===== src/rtl/crc32_arb_if.sv =====
// Signal bundle between crc32_arb, its two CRC requesters and the shared crc32_core.
// The arbiter connects through the slave modport; the requester/core side uses master.
interface crc32_arb_if #(
  parameter int DATA_WD = 32,
  parameter int NUM_WD  = 2
);
  logic [1:0]         req_i;
  logic [1:0]         val_i;
  logic [DATA_WD-1:0] dat0_i;
  logic [DATA_WD-1:0] dat1_i;
  logic [NUM_WD-1:0]  num0_i;
  logic [NUM_WD-1:0]  num1_i;
  logic [1:0]         lst_i;
  logic [1:0]         gnt_o;
  logic [1:0]         ack_o;
  logic [1:0]         done_o;
  logic [DATA_WD-1:0] crc_o;
  logic               core_start_o;
  logic               core_val_o;
  logic [DATA_WD-1:0] core_dat_o;
  logic [NUM_WD-1:0]  core_num_o;
  logic               core_lst_o;
  logic               core_ack_i;
  logic               core_done_i;
  logic [DATA_WD-1:0] core_dat_i;

  modport slave (
    input  req_i, val_i, dat0_i, dat1_i, num0_i, num1_i, lst_i,
    input  core_ack_i, core_done_i, core_dat_i,
    output gnt_o, ack_o, done_o, crc_o,
    output core_start_o, core_val_o, core_dat_o, core_num_o, core_lst_o
  );

  modport master (
    output req_i, val_i, dat0_i, dat1_i, num0_i, num1_i, lst_i,
    output core_ack_i, core_done_i, core_dat_i,
    input  gnt_o, ack_o, done_o, crc_o,
    input  core_start_o, core_val_o, core_dat_o, core_num_o, core_lst_o
  );
endinterface


===== src/rtl/crc32_arb.sv =====
// Round-robin arbiter sharing one crc32_core between two requesters; a grant spans
// one whole CRC computation, from the core start pulse to the core done pulse.
module crc32_arb #(
  parameter int DATA_WD = 32,
  parameter int NUM_WD  = 2
) (
  input logic        clk,
  input logic        rst,
  crc32_arb_if.slave bus
);

  typedef enum logic [1:0] {
    IDLE  = 2'd0,
    START = 2'd1,
    XFER  = 2'd2,
    WAIT  = 2'd3
  } state_t;

  state_t             state_r;
  logic               sel_r;
  logic               prio_r;
  logic [1:0]         gnt_r;
  logic               start_r;

  logic               win_s;
  logic               own_val_s;
  logic               own_lst_s;
  logic [DATA_WD-1:0] own_dat_s;
  logic [NUM_WD-1:0]  own_num_s;
  logic [1:0]         own_ack_s;

  // Pick the next owner: a lone request wins outright, a tie goes to prio.
  always_comb begin
    win_s = 1'b0;
    if (bus.req_i == 2'b11) begin
      win_s = prio_r;
    end else begin
      win_s = bus.req_i[1];
    end
  end

  // Owner word mux; the non-owner's inputs never reach the core.
  always_comb begin
    own_val_s = 1'b0;
    own_lst_s = 1'b0;
    own_dat_s = {DATA_WD{1'b0}};
    own_num_s = {NUM_WD{1'b0}};
    if (sel_r) begin
      own_val_s = bus.val_i[1];
      own_lst_s = bus.lst_i[1];
      own_dat_s = bus.dat1_i;
      own_num_s = bus.num1_i;
    end else begin
      own_val_s = bus.val_i[0];
      own_lst_s = bus.lst_i[0];
      own_dat_s = bus.dat0_i;
      own_num_s = bus.num0_i;
    end
    own_ack_s = sel_r ? {bus.core_ack_i, 1'b0} : {1'b0, bus.core_ack_i};
  end

  // Sequencer: state, owner, round-robin pointer and the registered grant/start.
  always_ff @(posedge clk) begin
    if (rst) begin
      state_r <= IDLE;
      sel_r   <= 1'b0;
      prio_r  <= 1'b0;
      gnt_r   <= 2'b00;
      start_r <= 1'b0;
    end else begin
      case (state_r)
        IDLE: begin
          if (|bus.req_i) begin
            sel_r   <= win_s;
            gnt_r   <= win_s ? 2'b10 : 2'b01;
            start_r <= 1'b1;
            state_r <= START;
          end
        end
        START: begin
          start_r <= 1'b0;
          state_r <= XFER;
        end
        XFER: begin
          if (own_val_s && own_lst_s) begin
            state_r <= WAIT;
          end
        end
        WAIT: begin
          // Pointer favours the other requester once this computation completes.
          if (bus.core_done_i) begin
            prio_r  <= ~sel_r;
            gnt_r   <= 2'b00;
            state_r <= IDLE;
          end
        end
        default: begin
          gnt_r   <= 2'b00;
          start_r <= 1'b0;
          state_r <= IDLE;
        end
      endcase
    end
  end

  assign bus.gnt_o        = gnt_r;
  assign bus.core_start_o = start_r;

  // Zero-latency word path, ack routing and CRC pass-through, gated by state.
  always_comb begin
    bus.core_val_o = 1'b0;
    bus.core_dat_o = {DATA_WD{1'b0}};
    bus.core_num_o = {NUM_WD{1'b0}};
    bus.core_lst_o = 1'b0;
    bus.ack_o      = 2'b00;
    bus.done_o     = 2'b00;
    bus.crc_o      = {DATA_WD{1'b0}};
    case (state_r)
      XFER: begin
        bus.core_val_o = own_val_s;
        bus.core_dat_o = own_dat_s;
        bus.core_num_o = own_num_s;
        bus.core_lst_o = own_lst_s;
        bus.ack_o      = own_ack_s;
      end
      WAIT: begin
        bus.ack_o = own_ack_s;
        if (bus.core_done_i) begin
          bus.done_o = sel_r ? 2'b10 : 2'b01;
          bus.crc_o  = bus.core_dat_i;
        end else begin
          bus.done_o = 2'b00;
          bus.crc_o  = {DATA_WD{1'b0}};
        end
      end
      default: begin
        bus.ack_o  = 2'b00;
        bus.done_o = 2'b00;
      end
    endcase
  end

endmodule


===== src/flat_wrapper.sv =====
// flat-port wrapper written by rule: the top's interface ports become plain ports
module crc32_arb_flat 
#(
  parameter int DATA_WD = 32,
  parameter int NUM_WD  = 2
)
  (clk, rst, bus_req_i, bus_val_i, bus_dat0_i, bus_dat1_i, bus_num0_i, bus_num1_i, bus_lst_i, bus_core_ack_i, bus_core_done_i, bus_core_dat_i, bus_gnt_o, bus_ack_o, bus_done_o, bus_crc_o, bus_core_start_o, bus_core_val_o, bus_core_dat_o, bus_core_num_o, bus_core_lst_o);
  crc32_arb_if #(.DATA_WD(DATA_WD), .NUM_WD(NUM_WD)) bus_i ();
  input logic clk;
  input logic rst;
  input wire logic [$bits(bus_i.req_i)-1:0] bus_req_i;
  input wire logic [$bits(bus_i.val_i)-1:0] bus_val_i;
  input wire logic [$bits(bus_i.dat0_i)-1:0] bus_dat0_i;
  input wire logic [$bits(bus_i.dat1_i)-1:0] bus_dat1_i;
  input wire logic [$bits(bus_i.num0_i)-1:0] bus_num0_i;
  input wire logic [$bits(bus_i.num1_i)-1:0] bus_num1_i;
  input wire logic [$bits(bus_i.lst_i)-1:0] bus_lst_i;
  input wire logic [$bits(bus_i.core_ack_i)-1:0] bus_core_ack_i;
  input wire logic [$bits(bus_i.core_done_i)-1:0] bus_core_done_i;
  input wire logic [$bits(bus_i.core_dat_i)-1:0] bus_core_dat_i;
  output wire logic [$bits(bus_i.gnt_o)-1:0] bus_gnt_o;
  output wire logic [$bits(bus_i.ack_o)-1:0] bus_ack_o;
  output wire logic [$bits(bus_i.done_o)-1:0] bus_done_o;
  output wire logic [$bits(bus_i.crc_o)-1:0] bus_crc_o;
  output wire logic [$bits(bus_i.core_start_o)-1:0] bus_core_start_o;
  output wire logic [$bits(bus_i.core_val_o)-1:0] bus_core_val_o;
  output wire logic [$bits(bus_i.core_dat_o)-1:0] bus_core_dat_o;
  output wire logic [$bits(bus_i.core_num_o)-1:0] bus_core_num_o;
  output wire logic [$bits(bus_i.core_lst_o)-1:0] bus_core_lst_o;
  assign bus_i.req_i = bus_req_i;
  assign bus_i.val_i = bus_val_i;
  assign bus_i.dat0_i = bus_dat0_i;
  assign bus_i.dat1_i = bus_dat1_i;
  assign bus_i.num0_i = bus_num0_i;
  assign bus_i.num1_i = bus_num1_i;
  assign bus_i.lst_i = bus_lst_i;
  assign bus_i.core_ack_i = bus_core_ack_i;
  assign bus_i.core_done_i = bus_core_done_i;
  assign bus_i.core_dat_i = bus_core_dat_i;
  assign bus_gnt_o = bus_i.gnt_o;
  assign bus_ack_o = bus_i.ack_o;
  assign bus_done_o = bus_i.done_o;
  assign bus_crc_o = bus_i.crc_o;
  assign bus_core_start_o = bus_i.core_start_o;
  assign bus_core_val_o = bus_i.core_val_o;
  assign bus_core_dat_o = bus_i.core_dat_o;
  assign bus_core_num_o = bus_i.core_num_o;
  assign bus_core_lst_o = bus_i.core_lst_o;
  crc32_arb #(.DATA_WD(DATA_WD), .NUM_WD(NUM_WD)) u_core (.clk(clk), .rst(rst), .bus(bus_i));
endmodule

===== config.mk =====
export PLATFORM = sky130hd
export DESIGN_NAME = crc32_arb_flat
export DESIGN_NICKNAME = d
export VERILOG_FILES = /design/src/rtl/crc32_arb_if.sv /design/src/rtl/crc32_arb.sv /design/src/flat_wrapper.sv
export SDC_FILE = /design/constraint.sdc
export NUM_CORES = 1
export LEC_CHECK = 0
export CORE_MARGIN = 1
export CORE_UTILIZATION = 25
export CTS_BUF_LIST = sky130_fd_sc_hd__clkbuf_8
export CTS_CLUSTER_DIAMETER = 150
export DETAILED_ROUTE_END_ITERATION = 12
export GPL_ROUTABILITY_DRIVEN = 0
export PLACE_DENSITY = 0.9
export SETUP_SLACK_MARGIN = 0.4
export SYNTH_ARGS = -nofsm -noshare
export SYNTH_HDL_FRONTEND = slang
export SYNTH_SLANG_ARGS = --single-unit

===== constraint.sdc =====
create_clock -name clk -period 2.1 [get_ports clk]
set_clock_uncertainty 0.2 [all_clocks]
set_input_delay 0.21 -clock clk [delete_from_list [all_inputs] [get_ports clk]]
set_output_delay 0.21 -clock clk [all_outputs]
set_load 0.01 [all_outputs]

==> metrics <==
syn avg cell area=7.62 sq um; io pins=185; WL/cell=16.8 microns; delay-heaviest family, CP=buffers and inverters; share of cells above drive strength 1=about 45%; Worst Min Path Start=u_core.bus.gnt_o[1]$_SDFFE_PP0P_; #FFs+latches synth=7; Hold Path Class=reg -> reg; port bufs=184; Slew @ Worst Pin=between 0.3 and 0.4 ns; CP Depth=5; CP startpoint=u_core.sel_r$_SDFFE_PP0P_; initial antenna violation count=0; drt initial violations=40; Async SR Flop Fraction=0%; first-pass GRT wire length=between 8000 and 9000 microns; Tmin final=1.79 ns; H-tree depth=1; most frequent cells in the layout=111 x clkdlybuf4s50_1, 33 x clkdlybuf4s15_2, 29 x and3_1; r2r startpoint=u_core.state_r[0]$_SDFFE_PP0P_; unrepaired setup endpoints after global routing=yes; dpl hpwl=between 4000 and 5000 microns; Pre-antenna DRT Iters=6; TritonCTS Buffers=3; Max-Cap Viols=0; Final period util=approximately 85%; Final WS setup=between 0.3 and 0.4 ns; clk slew on worst S/H paths=0.04 ns; Syn Std Cell Area=0.00130 sq mm; Final Hold Vio Count=0; CP startpoint kind=flip-flop; commonest non-fill, non-tap cell in the layout=clkdlybuf4s50_1; via count=about 2100; worst path arrival time=between 1 and 1.5 ns; num rows=25; data required time at the worst endpoint=~1.7 ns; CTS tree=done; DRC Markers=0; Syn-to-layout area delta=206%; Longest Clk Path Bufs=2; outcome=completed; Crit. End Element=primary output; FILL cells=roughly 280; VDD IR max=~310 uV; Seq/Total Area, Yosys=10.8%; crit path kind=reg -> out; routed wire length=7490 microns; Setup-failing EPs final=0; crit-path max FO=13; slowest CP cell=dfxtp_4; net count after synthesis=~290; vias in the first global route=slightly below 2000; Post-synth top flop=dfxtp_1; synth warn=0; PD cells=between 500 and 600 mW/mm^2; largest net degree at the start of global routing=22; Initial Util=between 20% and 30%; diodes inserted=0; Critical Path Max Stage Delay=0.36 ns; Final ANT Viol Nets=0; net count reported at finish=just under 500; worst rel slew slack=75.4%; hold path depth=2; Pleak=about 1.7 nW; Max Slew Vio Count=0; Clock Latency Late Sink=approximately 0.23 ns; total global routing overflow=0; Core Region=0.00488 sq mm; Util after Layout=approximately four fifths; WP buf/inv=3; Post-Synthesis Cells=roughly 170; worst-path cell chain=buf_12 -> buf_4 -> mux2i_2 -> nor2b_4 -> buf_2; Setup WS pre-CTS=roughly 0.044 ns; library cells used by synthesis=31; Setup Total Neg Slack=0 ns; Reg2Reg Depth=6; EDFF count, synth=0; die extent in x=approximately 74 microns; Die Area=between 0.005 and 0.006 sq mm; Total Routing Usage GR=around a fifth; Die Ht=between 70 and 80 microns; Clock Root Buffer=clkbuf_8; routed vias/inst=roughly 4.7; clock sinks=7; Achievable Freq=between 500 and 600 MHz
metrics by stage:
step	cells	cell area, sq um	hold WS, ns	total power [mW]
after floorplan	171	1300	0.200	0.805
after global placement	416	3270	0.249	1.42
after detailed placement	416	3270	0.254	1.45
after CTS	431	3520	0.262	1.75
after global routing	446	3980	0.297	2.30
final	446	3980	0.258	2.17
path summary, 6_finish.rpt:
kind | to | slack, ns
worst max-delay path | bus_core_dat_o[13] | 0.31
worst min-delay path | u_core.bus.gnt_o[1]$_SDFFE_PP0P_ | 0.26
worst max register to register | u_core.state_r[1]$_SDFFE_PP0P_ | 0.38
worst min register to register | u_core.bus.gnt_o[1]$_SDFFE_PP0P_ | 0.26
worst reg2reg max path, stage by stage, from the launching register on:
cell	delay, ns
dfxtp_4	0.36
ha_4	0.19
buf_16	0.15
nor2b_2	0.17
a21oi_4	0.22
a211oi_1	0.11
a41o_1	0.21
cells by family (layout without fill, tap and decap cells):
group	Yosys count	count (layout)	synth area share [%]
adders and majority gates	5	5	4.80
buffers and inverters	22	230	7.40
DFF	7	7	10.8
and+or+nand+nor	85	85	38.8
muxes	36	36	27.7
AOI/OAI and AO/OA	16	16	10.6
where the power goes:
group / internal, mW / switching (mW) / total [mW] / leakage [nW]
sequential: 0.185 / 0.0450 / 0.230 / 0.0597
combinational: 1.07 / 0.683 / 1.75 / 1.57
clock: 0.127 / 0.0646 / 0.191 / 0.0269
total: 1.38 / 0.793 / 2.17 / 1.65
synthesized netlist by cell type, types with 2 or more instances:
library cell  instances  area [sq um]
a21oi_1               3          15.0
nand2_1               5          18.8
a21oi_2               2          17.5
dfxtp_1               7           140
buf_4                 2          15.0
nor2_1                7          26.3
mux2i_1              36           360
and3_1               30           188
nor2b_1              36           225
clkbuf_1              9          33.8
inv_1                 5          18.8
ha_1                  5          62.6
and3_2                2          15.0
buf_2                 4          20.0
a211oi_1              2          15.0
registers in the layout, indices dropped and copies added (netlist names):
name	count
u_core.prio_r	1
u_core.bus.core_start_o	1
u_core.sel_r	1
u_core.state_r	2
u_core.bus.gnt_o	2
layer usage:
| metal | global-route usage (%) | vias up | wire length (microns) |
|---|---|---|---|
| met5 | 0 | - | 0 |
| met4 | 9.19 | 0 | 270 |
| met3 | 4.07 | 23 | 624 |
| met2 | 41.4 | 127 | 3950 |
| met1 | 20.6 | 955 | 2640 |
| li1 | - | 1011 | - |
layout make-up:
class	instances	area (sq um)	share of cell area (%)
Timing Repair Buffer	221	2250	56.4
Multi-Input combinational cell	142	1440	36.0
Sequential cell	7	151	3.80
Tap cell	67	83.8	2.10
Clock buffer	3	41.3	1.04
Inverter	5	21.3	0.534
Clock inverter	1	3.75	0.0943
repair_timing:
action                                  4_1_cts  5_1_grt
buffers inserted                              8       12
gates cloned                                  3        3
hold endpoints to repair                      0        0
pin swaps                                     2        5
gates resized for setup                     239      119
hold buffers                                  0        0
endpoints found under the setup margin       76       75
(Power assumes the default switching activity.)
